File: config.mk
export PLATFORM = sky130hd
export DESIGN_NAME = word_shift_out
export DESIGN_NICKNAME = d
export VERILOG_FILES = /design/src/rtl/word_shift_out.sv
export SDC_FILE = /design/constraint.sdc
export NUM_CORES = 1
export LEC_CHECK = 0
export CAP_MARGIN = 40
export CORE_UTILIZATION = 52
export CTS_CLUSTER_DIAMETER = 40
export DETAILED_ROUTE_END_ITERATION = 7
export GPL_ROUTABILITY_DRIVEN = 0
export GPL_TIMING_DRIVEN = 0
export PLACE_DENSITY = 0.82
export SLEW_MARGIN = 25
export SYNTH_ARGS = -nofsm -noshare
export SYNTH_HDL_FRONTEND = slang
export SYNTH_SLANG_ARGS = --single-unit
File: constraint.sdc
create_clock -name clk -period 3.2 [get_ports clk]
set_clock_uncertainty 0.2 [all_clocks]
set_input_delay 0.64 -clock clk [delete_from_list [all_inputs] [get_ports clk]]
set_output_delay 0.64 -clock clk [all_outputs]
set_load 0.02 [all_outputs]
File: src/rtl/word_shift_out.sv
// Parallel-to-serial word reader: captures WIDTH bits on an accepted load and
// presents them MSB first, one bit per enabled cycle, with valid/last qualifiers.
module word_shift_out #(
  parameter int WIDTH = 16
) (
  input  logic             clk,
  input  logic             reset,
  input  logic [WIDTH-1:0] in,
  input  logic             load,
  input  logic             en,
  output logic             ready,
  output logic             out,
  output logic             valid,
  output logic             last
);

  localparam int CNT_W = (WIDTH > 1) ? $clog2(WIDTH) : 1;
  localparam logic [CNT_W-1:0] CNT_LAST = CNT_W'(WIDTH - 1);

  typedef enum logic {
    IDLE  = 1'b0,
    SHIFT = 1'b1
  } state_t;

  state_t           state_q, state_d;
  logic [WIDTH-1:0] shreg_q, shreg_d;
  logic [CNT_W-1:0] cnt_q,   cnt_d;

  always_ff @(posedge clk or posedge reset) begin
    if (reset) begin
      state_q <= IDLE;
      shreg_q <= '0;
      cnt_q   <= '0;
    end else begin
      state_q <= state_d;
      shreg_q <= shreg_d;
      cnt_q   <= cnt_d;
    end
  end

  always_comb begin
    state_d = state_q;
    shreg_d = shreg_q;
    cnt_d   = cnt_q;
    case (state_q)
      IDLE: begin
        // en is deliberately ignored here; a load always wins.
        if (load) begin
          shreg_d = in;
          cnt_d   = '0;
          state_d = SHIFT;
        end
      end
      SHIFT: begin
        if (en) begin
          if (cnt_q == CNT_LAST) begin
            state_d = IDLE;
            shreg_d = '0;
            cnt_d   = '0;
          end else begin
            shreg_d = shreg_q << 1;
            cnt_d   = cnt_q + CNT_W'(1);
          end
        end
      end
      default: begin
        state_d = IDLE;
        shreg_d = '0;
        cnt_d   = '0;
      end
    endcase
  end

  // All outputs decode registered state only, so in/load never reach them combinationally.
  assign ready = (state_q == IDLE);
  assign valid = (state_q == SHIFT);
  assign out   = valid & shreg_q[WIDTH-1];
  assign last  = valid & (cnt_q == CNT_LAST);

endmodule

Yosys cells after proc, flatten, opt, wreduce, memory -nomap -nowiden
Index checks and enable logic that the tools add are counted.
Widths: inputs -> output; s select.
- equal/unequal tests: 3
- add/subtract/negate cells: 1
- shift-type cells: 0
- mux-type cells: 12
- reduce and logical (&&, ||, !) cells: 1
- bitwise logic cells: 3
- $mul: 0
- $lt $le $gt $ge: 0
- divide/modulo/power cells: 0
- operators by type and width (cell ; number):
    $mux 16 ; 3
    $pmux 16 s2 ; 1
    $mux 4 ; 3
    $pmux 4 s2 ; 1
    $add 4x1->4 const B ; 1
    $eq 4x4->1 const B ; 1
    $ne 2x2->1 const B ; 2
    $mux 1 ; 3
    $and 1x1->1 ; 2
    $pmux 1 s2 ; 1
    $reduce_and 2->1 ; 1
    $not 1->1 ; 1
- memories kept: 0
- memory bits (writable): 0
- bits in read-only memories: 0
- input bits: 20
- bits in latches: 0
- register bits: 21
- word-level logic and storage cells: 23
- output and inout port bits: 4

Longest topological paths before layout
- depth in word-level cells: 4
- gate-level depth with buffers: 5

Least setup slack after synthesis
OpenSTA, ideal clock, no wires.
- kind: reg2out
- start point: register state_q, in the netlist valid
- end point: output last
- data arrival time: 1.215 ns
- required time: 2.360 ns
- stages on the path, launching flop included: 5
- setup slack: 1.145 ns
- buffers on the path: 2
- path through: dfrtp_1 > buf_6 > buf_2 > inv_1 > nor2_1
- longest elaborated chain between the ends: 1
- ends and longest elaborated chain (item ; line ; source):
    from (decl) ; 25 ; state_t state_q, state_d;
    from (signal assigned) ; 35 ; state_q <= state_d;
    $and 1x1->1 ; 78 ; assign last = valid & (cnt_q == CNT_LAST);
    to (decl) ; 14 ; output logic last
No other way between the ends.

Worst setup path after layout
- start point: register cnt_q[0]
- end point: output last
- longest elaborated chain between the ends: 2
- ends and longest elaborated chain (item ; line ; source):
    from (decl) ; 27 ; logic [CNT_W-1:0] cnt_q, cnt_d;
    from (signal assigned) ; 37 ; cnt_q <= cnt_d;
    $eq 4x4->1 ; 78 ;
    $and 1x1->1 ; 78 ;
No other way between the ends.

==> impl_results.md <==
* Status: complete, no violations
* N_diodes at 0
* Total stage count of the critical path at 5
* Largest net degree at the start of global routing at 22
* Hold depth at 1
* Hold WC Path Type: flip-flop to flip-flop
* H-tree Lvls at 1
* Top fanout value on the critical path at 10
* Post-synth net total at 120
* Measured slew at the worst slew-check pin at 0.426 ns
* Yosys reg bits at 21
* Hold buffer count at cts at 0
* Worst path arrival time at 2.09 ns
* Post-synthesis sequential area ratio at 48.8%
* Worst Path Buf+Inv at 2
* Hold Path End: shreg_q[0]
* Synth warn at 0
* Initial antenna violation count at 0
* Dpl cells at 149
* Share of layout cells above drive strength 1 at 15.7%
* Setup Crit Path Kind: flip-flop to primary output
* Routed WL at 2250 um
* Slew HR at 71.5%
* Reg2reg path depth at 5
* Crit-path cells: ha_1 -> nand3_2 -> buf_2 -> nor2_1 -> clkdlybuf4s50_1
* Area delta synth->final at 28.4%
* Peak Freq at 341 MHz
* Delay-heaviest family, CP: buffers and inverters
* CTS resizes at 0
* Fin Setup TNS at 0 ns
* Required time worst endpoint at 2.36 ns
* Synth cell types at 29
* Synthesized area per cell at 10.9 sq um
* Final Cycle Share at 91.7%
* Row count at 16
* Initial core utilization at 54.8%
* Hold Crit Start: shreg_q[0]
* Post-CTS setup repair buffer count at 0
* Root Driver: clkbuf_4
* Setup crit end kind: primary output
* FILL cells at 166
* Routed len/inst at 14.6 um
* Startpoint Class: flip-flop
* Setup-failing EPs final at 0
* Count of clock tree sinks at 21
* R2R setup slack at 1.56 ns
* Final slew viol count at 0
* Max Cap Viol at 0
* IO Pins at 24
* First-pass GRT wire length at 3550 um
* VDD IR-drop max at 0.414 mV
* CTS tree: yes
* RSZ-0062 raised after global routing: false
* Pwr dens at 667 mW/mm^2
* Clock Pin Slew Worst Setup and Hold Paths at 0.11 ns
* DRC viols at 0
* Fin crit period at 2.93 ns
* GRT Overall Usage at 22.9%
* Port Buffer Count at 23
* Reg2reg end: shreg_q[7]
* CP peak stage delay at 0.60 ns
* Synth Instances at 99
* HPWL Detailed at 1600 um
* Core area at 0.00196 sq mm
* Post-synthesis cell area at 0.00108 sq mm
* Initial DRC Count at 13
* CTS buffer count at 3
* Vias in the first global route at 795
* Crit-path slowest cell: clkdlybuf4s50_1
* Commonest non-fill, non-tap cell in the layout: clkdlybuf4s50_1
* Fin. Hold Viols at 0
* Leakage power at 0.600 nW
* Die Y at 47.5 um
* Worst-Skew Late Latency at 0.30 ns
* Vias per Instance at 5.79
* Antenna Nets Post-Route at 0
* Clock Path Buffers at 2
* Final Instance Count excl. Fillers at 154
* Reg2reg start: cnt_q[0]
* Die ar. at 0.00226 sq mm
* Overflow after GRT at 0
* Nets at 149
* Initial DRT Pass Iterations at 4
* Util after Layout at 70.4%
* Die X at 47.5 um
* Most frequent cells in the layout: clkdlybuf4s50_1, dfrtp_1, nand3_1, o21ai_0, a2bb2oi_1
* Vias at 891
## kinds of logic (layout without fill, tap and decap cells)
| kind of cell | Yosys count | after routing | share of synthesized area (%) |
|---|---|---|---|
| AOI/OAI and AO/OA | 38 | 38 | 27.3 |
| xor gates and xnor gates | 1 | 1 | 0.814 |
| adders and majority gates | 1 | 1 | 1.16 |
| buffers and inverters | 9 | 37 | 6.39 |
| and+or+nand+nor | 29 | 29 | 15.5 |
| DFF | 21 | 21 | 48.8 |
## metrics by stage
step | hold slack, ns | setup WS [ns] | area, sq um | total power (W)
after floorplan | 0.266 | 1.15 | 1080 | 0.000693
after global placement | 0.297 | 0.628 | 1340 | 0.000779
after global routing | 0.368 | 0.160 | 1380 | 0.000980
after CTS | 0.336 | 0.263 | 1370 | 0.000925
final | 0.336 | 0.265 | 1380 | 0.000921
after detailed placement | 0.308 | 0.620 | 1340 | 0.000796
## power breakdown
part | internal [W] | switching (W) | total (W)
registers | 0.000365 | 0.0000798 | 0.000445
logic | 0.000200 | 0.000149 | 0.000349
clock network | 0.0000486 | 0.0000784 | 0.000127
## sequential cells by signal, indices dropped and copies added (netlist names)
register  count
shreg_q      16
cnt_q         4
valid         1
## cell usage after synthesis
cell type / count / area [sq um]
a21o_1: 1 / 7.51
a21oi_1: 2 / 10.0
a22o_1: 1 / 8.76
a2bb2oi_1: 11 / 96.3
a2bb2oi_2: 4 / 60.1
a31oi_1: 1 / 6.26
a32o_1: 1 / 10.0
and2_1: 1 / 6.26
and3_1: 1 / 6.26
buf_12: 1 / 20.0
buf_2: 3 / 15.0
buf_4: 2 / 15.0
buf_6: 1 / 11.3
dfrtp_1: 21 / 526
ha_1: 1 / 12.5
inv_1: 2 / 7.51
nand2_2: 1 / 6.26
nand2_4: 1 / 11.3
nand2b_4: 1 / 13.8
nand3_1: 18 / 90.1
nand3_2: 1 / 10.0
nor2_1: 3 / 11.3
nor2b_1: 1 / 6.26
nor3_1: 1 / 5.00
o211ai_1: 1 / 7.51
o21ai_0: 12 / 60.1
o21ai_1: 3 / 15.0
o31ai_2: 1 / 12.5
xor2_1: 1 / 8.76
## final cells by class
cell class / instances / area (sq um) / area share (%)
flip-flops and latches: 21 / 526 / 38.0
multi-input cells: 69 / 482 / 34.9
inverters: 2 / 7.51 / 0.543
repair buffers: 24 / 245 / 17.8
well taps: 27 / 33.8 / 2.45
clock buffers: 4 / 26.3 / 1.90
plain buffers: 7 / 61.3 / 4.44
## worst max path at each step
stage,from,endpoint
3_3_place_gp,cnt_q[0],last
5_1_grt,cnt_q[0],last
3_5_place_dp,cnt_q[0],last
4_1_cts,cnt_q[0],last
2_1_floorplan,valid,last
6_report,cnt_q[0],last
## worst register-to-register path, delay by kind of cell (launching register included)
family                     cells  cell delay, ns
and+or+nand+nor                2            0.26
buffers and inverters          1            0.23
AOI/OAI and AO/OA              1            0.14
adders and majority gates      1            0.27
DFF                            1            0.45
## layer usage
metal  up-vias  wire (um)  track usage, %
met5         -          0               0
met4         0         29            12.6
met3         2         93            3.40
met2        22       1050            33.7
met1       438       1080            32.3
li1        429          -               -
No activity file was read; power rests on OpenSTA's default activity.
